[src/rtl/rx_tx_pkg.sv]
// Shared UART-side definitions: receive packer states and defaults, transmit-side state constants.
package rx_tx_pkg;

  localparam int RX_TO_W_DEF      = 20;
  localparam int RX_TO_CYCLES_DEF = 100000;

  // Encoding doubles as the count of bytes held in the partial word.
  typedef enum logic [1:0] {
    IDLE  = 2'd0,
    HAVE1 = 2'd1,
    HAVE2 = 2'd2,
    HAVE3 = 2'd3
  } rx_state_e;

  typedef enum logic [1:0] {
    TX_IDLE  = 2'd0,
    TX_START = 2'd1,
    TX_DATA  = 2'd2,
    TX_STOP  = 2'd3
  } tx_state_e;

  function automatic logic [1:0] rx_count(input rx_state_e s);
    return logic'(s[1]) ? {1'b1, s[0]} : {1'b0, s[0]};
  endfunction

endpackage

[src/rtl/rise_detect.sv]
// Registered rising-edge detector; history resets high so a level already high at reset release is ignored.
module rise_detect (
  input  logic clk_i,
  input  logic rst_n_i,
  input  logic sig_i,
  output logic rise_o
);

  logic prev_q;

  always_ff @(posedge clk_i) begin
    if (!rst_n_i) prev_q <= 1'b1;
    else          prev_q <= sig_i;
  end

  assign rise_o = sig_i & ~prev_q;

endmodule

[src/rtl/rx_pack_8to32.sv]
// Packs UART bytes MSB-first into 32-bit words, discarding partial words after an inter-byte timeout.
//   state | meaning
//   IDLE  | no bytes held, timeout counter parked at 0
//   HAVE1 | one byte in partial register
//   HAVE2 | two bytes in partial register
//   HAVE3 | three bytes held, next byte completes the word
module rx_pack_8to32 import rx_tx_pkg::*; #(
  parameter int TO_W      = RX_TO_W_DEF,
  parameter int TO_CYCLES = RX_TO_CYCLES_DEF
) (
  input  logic        sys_clk,
  input  logic        reset,
  input  logic [7:0]  in_8,
  input  logic        rx_done,
  output logic [31:0] out_32,
  output logic        data_rdy,
  output logic        frame_err,
  output logic [1:0]  byte_cnt
);

  localparam logic [TO_W-1:0] TO_LAST = TO_W'(TO_CYCLES - 1);

  logic            byte_acc;
  logic            expire;
  rx_state_e       state_q;
  logic [23:0]     part_q;
  logic [31:0]     word_q;
  logic            rdy_q;
  logic            ferr_q;
  logic [TO_W-1:0] to_q;
  logic [TO_W-1:0] to_d;

  rise_detect u_rx_done_rise (
    .clk_i   (sys_clk),
    .rst_n_i (reset),
    .sig_i   (rx_done),
    .rise_o  (byte_acc)
  );

  // A byte arriving on the expiry cycle wins over the timeout.
  assign expire = (state_q != IDLE) && !byte_acc && (to_q == TO_LAST);

  always_comb begin
    to_d = to_q + TO_W'(1);
    if (state_q == IDLE || byte_acc || expire) to_d = '0;
  end

  always_ff @(posedge sys_clk) begin
    if (!reset) begin
      state_q <= IDLE;
      part_q  <= '0;
      word_q  <= '0;
      rdy_q   <= 1'b0;
      ferr_q  <= 1'b0;
      to_q    <= '0;
    end else begin
      rdy_q  <= 1'b0;
      ferr_q <= 1'b0;
      to_q   <= to_d;
      if (byte_acc) begin
        unique case (state_q)
          IDLE: begin
            part_q  <= {part_q[15:0], in_8};
            state_q <= HAVE1;
          end
          HAVE1: begin
            part_q  <= {part_q[15:0], in_8};
            state_q <= HAVE2;
          end
          HAVE2: begin
            part_q  <= {part_q[15:0], in_8};
            state_q <= HAVE3;
          end
          HAVE3: begin
            word_q  <= {part_q, in_8};
            part_q  <= '0;
            rdy_q   <= 1'b1;
            state_q <= IDLE;
          end
        endcase
      end else if (expire) begin
        part_q  <= '0;
        ferr_q  <= 1'b1;
        state_q <= IDLE;
      end
    end
  end

  assign out_32    = word_q;
  assign data_rdy  = rdy_q;
  assign frame_err = ferr_q;
  assign byte_cnt  = rx_count(state_q);

endmodule

[config.mk]
export PLATFORM = sky130hd
export DESIGN_NAME = rx_pack_8to32
export DESIGN_NICKNAME = d
export VERILOG_FILES = /design/src/rtl/rx_tx_pkg.sv /design/src/rtl/rise_detect.sv /design/src/rtl/rx_pack_8to32.sv
export SDC_FILE = /design/constraint.sdc
export NUM_CORES = 1
export LEC_CHECK = 0
export CAP_MARGIN = 20
export CELL_PAD_IN_SITES_DETAIL_PLACEMENT = 1
export CELL_PAD_IN_SITES_GLOBAL_PLACEMENT = 1
export CORE_UTILIZATION = 44
export DETAILED_ROUTE_END_ITERATION = 16
export PLACE_DENSITY = 0.9
export SETUP_SLACK_MARGIN = 0.4
export SYNTH_ARGS = -nofsm -noshare
export SYNTH_HDL_FRONTEND = slang
export SYNTH_SLANG_ARGS = --single-unit
[constraint.sdc]
create_clock -name sys_clk -period 3.35 [get_ports sys_clk]
set_clock_uncertainty 0.1 [all_clocks]
set_input_delay 0.67 -clock sys_clk [delete_from_list [all_inputs] [get_ports sys_clk]]
set_output_delay 0.67 -clock sys_clk [all_outputs]
set_load 0.05 [all_outputs]
## After elaboration in Yosys (flattened, before gate mapping)

Cells that the tools add are included.

- Register bits: 81
- Output and inout bits: 36
- Bits of input ports: 11
- Word-level logic and storage cells: 37

- Muxes and demuxes: 9
- Add/subtract/negate cells: 1
- Reduce and logical (&&, ||, !) cells: 13
- Equality and inequality tests: 4
- Bitwise logic cells: 3

Operators with widths:

| kind | count |
|---|---|
| 24-bit 2-to-1 mux | 2 |
| 24-bit case mux with 2 select lines | 1 |
| 20-bit by 1-bit adder with 20-bit output (second input constant) | 1 |
| 20-bit by 17-bit == test with 1-bit output (second input constant) | 1 |
| 2-bit case mux with 4 select lines | 1 |
| 2-bit 2-to-1 mux | 3 |
| 2-bit == test (second input constant) | 2 |
| 2-bit AND reduction | 2 |
| 2-bit nonzero test | 2 |
| 2-bit OR reduction | 2 |
| 3-bit OR reduction | 1 |
| 2-bit by 1-bit == test with 1-bit output (second input constant) | 1 |
| 1-bit logical AND | 2 |
| 2-bit zero test | 1 |
| 1-bit logical OR | 2 |
| 1-bit 2-to-1 mux | 2 |
| 1-bit inverter | 2 |
| 1-bit AND | 1 |
| 1-bit zero test | 1 |

## Longest topological paths before layout

Gate-level depths: netlist of the first run.

- Depth after elaboration: 7
- Depth in mapped cells: 6
- Mapped depth without buffers: 5

## Modules after synthesis

A second synthesis of the first run with hierarchy kept.

- Cell total of the unflattened synthesis: 326
- Area total of the unflattened synthesis: 3,070.4 um^2

Modules (own cells, without submodules):

| module | times used | cells an instance | seq. area each (um^2) | area an instance (um^2) |
|---|---|---|---|---|
| rx_pack_8to32 | 1 | 323 | 1,601.5 | 3,030.4 |
| rise_detect | 1 | 3 | 20.0 | 40.0 |

## Least setup slack after synthesis of the first run

No wires, ideal clock.

- Path type: register to register
- Start point: reg state_q[0]
- End point: reg part_q[4]
- Required time: 3,191 ps
- Cell stages (with the launch flop): 5
- Clock period less this slack: 1,866 ps
- Arrival time: 1,707 ps
- Buffers on the path: 1
- Setup time: 59 ps
- Path slack: 1,484 ps
- Cells stage by stage: dfxtp_1 -> ha_1 -> nor3b_1 -> clkbuf_1 -> a22o_1

- Cells in the longest elaborated chain, start to end: 4
- Elaborated cells between the ends (all ways): 11
- Those cells by class: 3 x eq/ne; 2 x mux; 6 x reduce/logical

Ends and longest elaborated chain:

| what | RTL line | source |
|---|---|---|
| start: declaration | rx_pack_8to32.sv:25 | `rx_state_e state_q;` |
| start signal: assignment | rx_pack_8to32.sv:50 | `state_q <= IDLE;` |
| start signal: assignment | rx_pack_8to32.sv:64 | `state_q <= HAVE1;` |
| start signal: assignment | rx_pack_8to32.sv:68 | `state_q <= HAVE2;` |
| 2-bit == test (tied with other cells) | rx_pack_8to32.sv:61 | `unique case (state_q)` |
| 3-bit OR reduction (no line) or 1-bit logical AND (tied branches) | n/a |  |
| 24-bit case mux with 2 select lines or 1-bit logical AND (tied branches) | rx_pack_8to32.sv:61, rx_pack_8to32.sv:41 |  |
| 24-bit 2-to-1 mux or 2-bit nonzero test (tied branches) | n/a |  |
| end signal: assignment | rx_pack_8to32.sv:63 | `part_q <= {part_q[15:0], in_8};` |
| end signal: assignment | rx_pack_8to32.sv:67 | `part_q <= {part_q[15:0], in_8};` |
| end signal: assignment | rx_pack_8to32.sv:71 | `part_q <= {part_q[15:0], in_8};` |
| end: declaration | rx_pack_8to32.sv:26 | `logic [23:0] part_q;` |

Parallel ways exist; a longest one is shown, timed or not.
A chain may end at the register's enable or synchronous reset.

## Worst setup path after layout of the first run

- Start point: reg state_q[1]
- End point: out byte_cnt[1]

- Cells in the longest elaborated chain, start to end: 1

Ends and longest elaborated chain:

| what | RTL line | source |
|---|---|---|
| 2-bit 2-to-1 mux | rx_tx_pkg.sv:23 | `return logic'(s[1]) ? {1'b1, s[0]} : {1'b0, s[0]};` |
| end: declaration | rx_pack_8to32.sv:18 | `output logic [1:0] byte_cnt` |

No other way between the ends.

==> results_dict.tcl, run 1 <==
set metrics [dict create \
    total_vias_in_the_final_route 2478 \
    timing_hold_violations_final 0 \
    power.share.sequential_pct 55.7 \
    cts.path.max_buffers 2 \
    wire_length_per_cell_um 15.1 \
    dp_hpwl_um 4930 \
    grt_max_degree 33 \
    min-delay-path-class "reg2reg" \
    finalNonFillerCells 475 \
    numCtsBuffers 9 \
    layout_common_cells "sky130_fd_sc_hd__dfxtp_1, sky130_fd_sc_hd__nand2_1, sky130_fd_sc_hd__clkdlybuf4s50_1" \
    max_freq_mhz 427 \
    cellPowerDensity_mw_per_mm2 453 \
    synth_enable_flop_cells 0 \
    p_comb_share_pct 3.3 \
    tns_ps 0 \
    run_status "completed" \
    timing.critical_path.cells "clkdlybuf4s50_1" \
    drt_first_pass_iters 4 \
    die-height_um 86.5 \
    syn-instance-count 333 \
    place.detailed.instances 459 \
    crit_required_ps 2580 \
    start_util_pct 46.0 \
    sequential_element_share_of_the_synthesized_area_pct 51.7 \
    grt_pass1_wl_um 12100 \
    slowest_delay_ps 830 \
    sw_frac_of_total_pct 22.0 \
    cts_post_setup_buffers_inserted 0 \
    end_kind "output pin" \
    drv_cap 0 \
    mappedNetlistArea_mm2 0.00314 \
    finalCoreUtilization_pct 56.5 \
    cts.root.buffer_cell "sky130_fd_sc_hd__clkbuf_8" \
    final.setup.worst_slack_ps 1010 \
    worstSetupStartpointType "flop" \
    critical_path_peak_fanout 5 \
    critical_path_buf_inv_count 1 \
    ys.flop_type "sky130_fd_sc_hd__dfxtp_1" \
    fin_crit_ps 2340 \
    cts.clk_slew.worst_paths_ps 80 \
    report.final.slew_viol_count 0 \
    count_of_hold_fix_buffers_inserted_at_cts 0 \
    irDropWorstVdd_mv 0.256 \
    number_of_antenna_violations_at_the_first_check_in_global_routing 0 \
    cts_sinks 81 \
    finalWeightedCongestion 0.837 \
    setup_crit_path_kind "reg2out" \
    std_cell_rows 30 \
    cell_internal_pwr_mw 1.37 \
    crit_family "buffers and inverters" \
    antenna_cells 0 \
    cts_tree "built" \
    grt_pass1_vias 2465 \
    synth_cell_type_count 43 \
    rsz0062_at_grt "no" \
    critical_path_arrival_ps 1570 \
    synth.yosys.warnings 0 \
    slew-limit-headroom_pct 55.8 \
    cts_max_level 3 \
    ctsResizeCount 0 \
    final_net_count 389 \
    dp_worst_setup_slack_ps 915 \
    clock_latency_ps 340 \
    wirelength_um 7160 \
    postSynth.asyncResetShare_pct 0 \
    core_region_area_mm2 0.00683 \
    report.final.setup_viol 0 \
    overflow 0 \
    grt_util_all_layers_pct 21.0 \
    final_layout_size_suffix_gt1_share_pct 7.39 \
    synth.net_count 348 \
    area.growth.synth_to_final_pct 23.0 \
    total_die_area_mm2 0.00748 \
    final.hold.worst_slack_ps 353 \
    power.clock.fraction_pct 41.1 \
    worst_path_max_delay_cell "sky130_fd_sc_hd__clkdlybuf4s50_1" \
    switchingPower_mw 0.385 \
    syn-mean-instance-area_um2 9.43 \
    finalCritPeriodShare_pct 69.9 \
    drc_errors 0 \
    io_pins 47 \
    worst_pin_slew_ps 662 \
    drt_first_iter_violations 94 \
    mostFrequentLayoutCell "sky130_fd_sc_hd__dfxtp_1" \
    p_leak_nw 1.29 \
    synth.ff_latch_count 81 \
    io_buffers 46 \
    postRouteAntennaNets 0 \
    fp.dieW_um 86.5 \
    vias_per_cell 5.22 \
]
## per-stage QoR
| stage | power (mW) | area [µm²] |
|---|---|---|
| after global routing | 1.82 | 3860 |
| after floorplan | 1.03 | 3140 |
| after CTS | 1.77 | 3860 |
| after detailed placement | 1.05 | 3660 |
| final | 1.75 | 3860 |
| after global placement | 1.05 | 3660 |
## worst paths after layout
kind	endpoint	start	slack, ps	cells past startpoint
max reg2reg	part_q[10]$_SDFFE_PN0P_	to_q[0]$_SDFF_PP0_	1160	5
min	out_32[8]$_SDFFE_PN0P_	out_32[8]$_SDFFE_PN0P_	350	2
min reg2reg	out_32[8]$_SDFFE_PN0P_	out_32[8]$_SDFFE_PN0P_	350	2
max	byte_cnt[1]	state_q[1]$_SDFFE_PN0P_	1010	1
## kinds of logic after synthesis
family | Yosys count | share of synthesized area (%)
fa+ha+maj | 4 | 1.59
buf+inv | 28 | 4.22
flops | 81 | 51.7
xor+xnor | 12 | 3.35
compound gates | 73 | 18.4
simple gates | 135 | 20.8
## power groups by stage
stage	clock, mW	combinational [mW]	sequential [mW]
detailed placement	0	0.0576	0.996
global placement	0	0.0555	0.996
finish	0.719	0.0573	0.974
global route	0.786	0.0621	0.975
floorplan	0	0.0335	0.997
CTS	0.742	0.0577	0.974
## sequential cells by signal, summed over array words and instances (netlist names)
signal,flops
out_32,32
state_q,2
part_q,24
frame_err,1
data_rdy,1
to_q,20
u_rx_done_rise.prev_q,1
## per-layer routing
metal  wire length (µm)  up-vias  GRT usage (%)
met4                 59        0           7.27
met5                  0        -              0
li1                   -     1231              -
met3                189        6           5.14
met1               3300     1206           26.0
met2               3620       35           35.5
## cell usage after synthesis (2+ instances only)
| library cell | n | area, µm² |
|---|---|---|
| sky130_fd_sc_hd__or3_1 | 4 | 25.0 |
| sky130_fd_sc_hd__ha_1 | 4 | 50.1 |
| sky130_fd_sc_hd__buf_2 | 4 | 20.0 |
| sky130_fd_sc_hd__dfxtp_1 | 81 | 1620 |
| sky130_fd_sc_hd__or4_1 | 2 | 15.0 |
| sky130_fd_sc_hd__xnor2_1 | 6 | 52.6 |
| sky130_fd_sc_hd__o31ai_1 | 2 | 15.0 |
| sky130_fd_sc_hd__nand2b_1 | 2 | 12.5 |
| sky130_fd_sc_hd__and3_1 | 2 | 12.5 |
| sky130_fd_sc_hd__nand4_1 | 6 | 37.5 |
| sky130_fd_sc_hd__a21boi_1 | 30 | 225 |
| sky130_fd_sc_hd__a22o_1 | 24 | 210 |
| sky130_fd_sc_hd__inv_1 | 7 | 26.3 |
| sky130_fd_sc_hd__xor2_1 | 6 | 52.6 |
| sky130_fd_sc_hd__clkbuf_1 | 12 | 45.0 |
| sky130_fd_sc_hd__or2_1 | 2 | 12.5 |
| sky130_fd_sc_hd__nand2_1 | 72 | 270 |
| sky130_fd_sc_hd__o21ai_0 | 2 | 10.0 |
| sky130_fd_sc_hd__nor3_1 | 4 | 20.0 |
| sky130_fd_sc_hd__a21boi_0 | 2 | 15.0 |
| sky130_fd_sc_hd__buf_1 | 2 | 7.51 |
| sky130_fd_sc_hd__nor4_1 | 2 | 12.5 |
| sky130_fd_sc_hd__and2_1 | 2 | 12.5 |
| sky130_fd_sc_hd__nor2_1 | 16 | 60.1 |
| sky130_fd_sc_hd__nand3_1 | 10 | 50.1 |
| sky130_fd_sc_hd__a21oi_1 | 6 | 30.0 |
| sky130_fd_sc_hd__and4_1 | 3 | 26.3 |
| sky130_fd_sc_hd__buf_6 | 3 | 33.8 |
## area by class of cell
| class | instances | area, µm² |
|---|---|---|
| fillers | 790 | 2970 |
| flip-flops and latches | 81 | 1620 |
| multi-input cells | 224 | 1390 |
| repair buffers | 51 | 498 |
| clock buffers | 11 | 141 |
| well taps | 96 | 120 |
| clock inverters | 5 | 63.8 |
| inverters | 7 | 26.3 |
Power figures use the tool's default switching activity.
==> run 2: changes to the inputs <==
CORE_UTILIZATION = 37   (was 44)
PLACE_DENSITY = 0.81   (was 0.9)
clock period = 1.9 ns   (was 3.35 ns; I/O delays follow)
==> results_dict.tcl, run 2 (synthesis results as in run 1) <==
set metrics [dict create \
    finalCoreUtilization_pct 52.8 \
    count_of_hold_fix_buffers_inserted_at_cts 0 \
    stdcell_area_mm2 0.00434 \
    worstSetupStartpointType "flop" \
    postRouteAntennaNets 0 \
    cts_tree "built" \
    placement.cell_area_mm2 0.00385 \
    layout_common_cells "sky130_fd_sc_hd__dfxtp_1, sky130_fd_sc_hd__nand2_1, sky130_fd_sc_hd__buf_4" \
    drt_first_iter_violations 58 \
    final.hold.worst_slack_ps 352 \
    grt_pass1_vias 2872 \
    setup_crit_path_kind "reg2reg" \
    crit_required_ps 2040 \
    total_vias_in_the_final_route 2701 \
    cellPowerDensity_mw_per_mm2 740 \
    largest_register_ffs 32 \
    cts.path.max_buffers 2 \
    dp_hpwl_um 5330 \
    cts.root.buffer_cell "sky130_fd_sc_hd__clkbuf_8" \
    grt_util_all_layers_pct 20.8 \
    numCtsBuffers 9 \
    met3WireLength_um 217 \
    clock_latency_ps 350 \
    fin_crit_ps 1870 \
    timing.critical_path.cells "or4_4 -> nor4_4 -> a31oi_4 -> buf_12 -> a22o_1" \
    wire_length_per_cell_um 16.5 \
    end_kind "flop" \
    fp.dieW_um 94.1 \
    critical_path_peak_fanout 24 \
    cts_max_level 3 \
    timing_hold_violations_final 0 \
    grt_pass1_wl_um 14100 \
    mostFrequentLayoutCell "sky130_fd_sc_hd__dfxtp_1" \
    drt_first_pass_iters 4 \
    critical_path_arrival_ps 2020 \
    report.final.setup_viol 0 \
    rsz0062_at_grt "yes" \
    final_net_count 424 \
    final.setup.worst_slack_ps 28.9 \
    die-height_um 94.1 \
    area.growth.synth_to_final_pct 38.2 \
    overflow 0 \
    antenna_cells 0 \
    number_of_antenna_violations_at_the_first_check_in_global_routing 0 \
    p_leak_nw 1.63 \
    finalWeightedCongestion 0.810 \
    finalPower_mw 3.21 \
    route.met2.wl_um 4630 \
    cts_sinks 81 \
    vias_per_cell 5.20 \
    grt_max_degree 33 \
    std_cell_rows 33 \
    slew-limit-headroom_pct 68.7 \
    min-delay-path-class "in2reg" \
    report.final.slew_viol_count 0 \
    dp_worst_setup_slack_ps -53.5 \
    core_region_area_mm2 0.00822 \
    final_layout_size_suffix_gt1_share_pct 31.6 \
    drc_errors 0 \
    worst_pin_slew_ps 469 \
    start_util_pct 38.2 \
    io_buffers 46 \
    detail_route.wirelength.met1_um 3580 \
    max_freq_mhz 534 \
    cts.clk_slew.worst_paths_ps 80 \
    drv_cap 0 \
    finalCritPeriodShare_pct 98.5 \
    io_pins 47 \
    run_status "completed" \
    irDropWorstVdd_mv 0.329 \
    total_die_area_mm2 0.00886 \
    worst_path_max_delay_cell "sky130_fd_sc_hd__or4_4" \
    wirelength_um 8540 \
    topRoutingLayerUsed "met4" \
    slowest_delay_ps 540 \
]
==> run 2: layout make-up <==
cell class / instances / area (µm²)
Clock buffer: 11 / 163
Clock inverter: 5 / 61.3
Fill cell: 945 / 3880
Inverter: 7 / 26.3
Multi-Input combinational cell: 226 / 1590
Sequential cell: 81 / 1630
Tap cell: 105 / 131
Timing Repair Buffer: 84 / 733
==> run 2: where the power goes <==
part / internal [mW] / switching (mW) / leakage (nW) / total, mW
clock network: 0.727 / 0.638 / 0.115 / 1.37
logic: 0.0629 / 0.0662 / 0.858 / 0.129
registers: 1.70 / 0.0122 / 0.657 / 1.72
total: 2.50 / 0.716 / 1.63 / 3.21
==> run 2: worst max-delay path, delay by kind of cell, from the launching register on <==
kind | cells | cell delay, ps
simple gates | 2 | 820
flops | 1 | 330
compound gates | 2 | 330
buf+inv | 1 | 180
==> run 2: worst paths after layout <==
path	startpoint	depth (start not counted)	slack (ps)	to
worst max-delay path	to_q[13]$_SDFF_PP0_	5	30	part_q[3]$_SDFFE_PN0P_
worst min-delay path	rx_done	2	350	u_rx_done_rise.prev_q$_SDFF_PN1_
worst max register to register	to_q[13]$_SDFF_PP0_	5	30	part_q[3]$_SDFFE_PN0P_
worst min register to register	out_32[2]$_SDFFE_PN0P_	2	360	out_32[2]$_SDFFE_PN0P_
==> run 2: what timing repair did <==
item                                    CTS  global route
endpoints found under the setup margin   79            59
pin swaps                                10             3
endpoints found under the hold margin     0             0
setup buffers                             6             0
gates resized for setup                  23            14
gates cloned                              3             0
==> run 2: layer usage <==
metal,global-route usage (%),vias up
met5,0,-
met4,6.92,0
met3,4.45,10
met2,39.2,38
met1,22.7,1333
li1,-,1320
==> run 2: metrics by stage <==
step	instances	setup TNS (ps)
after floorplan	333	0
after global placement	494	0
after detailed placement	494	-1020
after CTS	519	0
after global routing	519	-705
final	519	0
==> run 3: changes to the inputs <==
GPL_TIMING_DRIVEN = 0   (was default)
HOLD_SLACK_MARGIN = 0.06   (was default)
==> results_dict.tcl, run 3 (synthesis results as in run 1) <==
set metrics [dict create \
    report.final.setup_viol 29 \
    cts_max_level 3 \
    wire_length_per_cell_um 16.1 \
    overflow 0 \
    critical_path_peak_fanout 10 \
    final.setup.worst_slack_ps -98.0 \
    final_net_count 419 \
    finalCritPeriodShare_pct 105 \
    total_die_area_mm2 0.00886 \
    number_of_antenna_violations_at_the_first_check_in_global_routing 0 \
    layout_common_cells "sky130_fd_sc_hd__dfxtp_1, sky130_fd_sc_hd__nand2_1, sky130_fd_sc_hd__a21boi_1" \
    place.detailed.instances 484 \
    most_common_cell_on_crit_path "sky130_fd_sc_hd__buf_6" \
    numCtsBuffers 9 \
    wirelength_um 8250 \
    irDropWorstVdd_mv 0.490 \
    dp_hpwl_um 5480 \
    setup_crit_path_kind "reg2reg" \
    cts_tree "built" \
    start_util_pct 38.2 \
    fin_crit_ps 2000 \
    dp_worst_setup_slack_ps -410 \
    drc_errors 0 \
    io_pins 47 \
    p_leak_nw 1.55 \
    drt_first_iter_violations 73 \
    io_buffers 46 \
    worstSetupStartpointType "flop" \
    postRouteAntennaNets 0 \
    crit_required_ps 2060 \
    clock_latency_ps 360 \
    worst_path_max_delay_cell "sky130_fd_sc_hd__or4_4" \
    max_freq_mhz 500 \
    grt_util_all_layers_pct 19.4 \
    grt_pass1_wl_um 13000 \
    end_kind "flop" \
    drv_cap 0 \
    timing_hold_violations_final 0 \
    failing_checks "setup timing" \
    cts.path.max_buffers 2 \
    drt_first_pass_iters 4 \
    mostFrequentLayoutCell "sky130_fd_sc_hd__dfxtp_1" \
    slew-limit-headroom_pct 70.6 \
    fp.dieW_um 94.1 \
    run_status "finished, violations left" \
    cts.root.buffer_cell "sky130_fd_sc_hd__clkbuf_8" \
    grt_pass1_vias 2629 \
    critical_path_arrival_ps 2160 \
    cts.clk_slew.worst_paths_ps 90 \
    antenna_cells 0 \
    rsz0062_at_grt "yes" \
    area.growth.synth_to_final_pct 32.7 \
    core_region_area_mm2 0.00822 \
    finalNonFillerCells 514 \
    slowest_delay_ps 520 \
    finalWeightedCongestion 0.789 \
    cellPowerDensity_mw_per_mm2 763 \
    die-height_um 94.1 \
    total_vias_in_the_final_route 2634 \
    largest_register_ffs 32 \
    vias_per_cell 5.12 \
    final_layout_size_suffix_gt1_share_pct 31.3 \
    std_cell_rows 33 \
    min-delay-path-class "in2reg" \
    grt_max_degree 17 \
    timing.critical_path.cells "buf_6 -> or4_4 -> nor4_4 -> buf_4 -> a31oi_4 -> buf_6 -> a22o_1" \
    cts_sinks 81 \
    report.final.slew_viol_count 0 \
    worst_pin_slew_ps 440 \
]
==> run 3: cell count changes in the layout (fill, tap and decap cells not counted), sizes merged <==
cell and change:
a211o -2, buf -23, bufbuf -1, clkbuf +19, clkinv -3, clkinvlp +1, inv +4
==> run 3: where the power goes <==
| part | total [mW] | switching [mW] | internal (mW) | leakage (nW) |
|---|---|---|---|---|
| Combinational | 0.138 | 0.0679 | 0.0698 | 0.792 |
| Sequential | 1.72 | 0.0124 | 1.70 | 0.658 |
| Clock | 1.32 | 0.692 | 0.632 | 0.103 |
| Total | 3.18 | 0.773 | 2.40 | 1.55 |
==> run 3: area by class of cell <==
| type | instances | area, µm² |
|---|---|---|
| fillers | 951 | 4050 |
| flip-flops and latches | 81 | 1640 |
| multi-input cells | 224 | 1530 |
| repair buffers | 60 | 454 |
| plain buffers | 21 | 171 |
| well taps | 105 | 131 |
| clock buffers | 9 | 124 |
| clock inverters | 7 | 83.8 |
| inverters | 7 | 26.3 |
==> run 3: timing repair <==
item / CTS / global route
hold buffers: 0 / 0
resized for setup: 211 / 44
cloned: 3 / 1
setup buffers: 6 / 4
pin swaps: 4 / 6
setup endpoints to repair: 115 / 87
==> run 3: worst paths after layout <==
kind                                               from                          endpoint  slack, ps  cells after the start
worst min-delay path                            rx_done  u_rx_done_rise.prev_q$_SDFF_PN1_        350                      2
worst max-delay path                to_q[14]$_SDFF_PP0_           part_q[11]$_SDFFE_PN0P_       -100                      7
worst min register to register  out_32[31]$_SDFFE_PN0P_           out_32[31]$_SDFFE_PN0P_        350                      2
worst max register to register      to_q[14]$_SDFF_PP0_           part_q[11]$_SDFFE_PN0P_       -100                      7
==> run 3: worst max-delay path: cells and delay by family (launching register included) <==
family                 cells  cell delay [ps]
AOI/OAI and AO/OA          2              320
DFF                        1              330
and+or+nand+nor            2              670
buffers and inverters      3              470
==> run 3: metrics by stage <==
step / hold WS [ps] / instance area, µm² / total power, mW / util (%) / setup TNS [ps]
5_1_grt: 357 / 4170 / 3.29 / 50.7 / -4010
2_1_floorplan: 330 / 3190 / 1.82 / - / 0
6_report: 351 / 4170 / 3.18 / 50.7 / -1840
4_1_cts: 307 / 3970 / 3.20 / 48.4 / -1650
3_5_place_dp: 348 / 3780 / 1.87 / 46.1 / -25720
3_3_place_gp: 341 / 3780 / 1.86 / 46.1 / -21350
==> run 3: routing by layer <==
layer / up-vias / part of all wire (%) / track usage [%] / wire length (µm)
met5: - / 0 / 0 / 0
met4: 0 / 2.0 / 8.33 / 162
met3: 14 / 3.4 / 4.53 / 278
met2: 44 / 52 / 34.4 / 4310
met1: 1276 / 42 / 22.2 / 3500
li1: 1300 / - / - / -
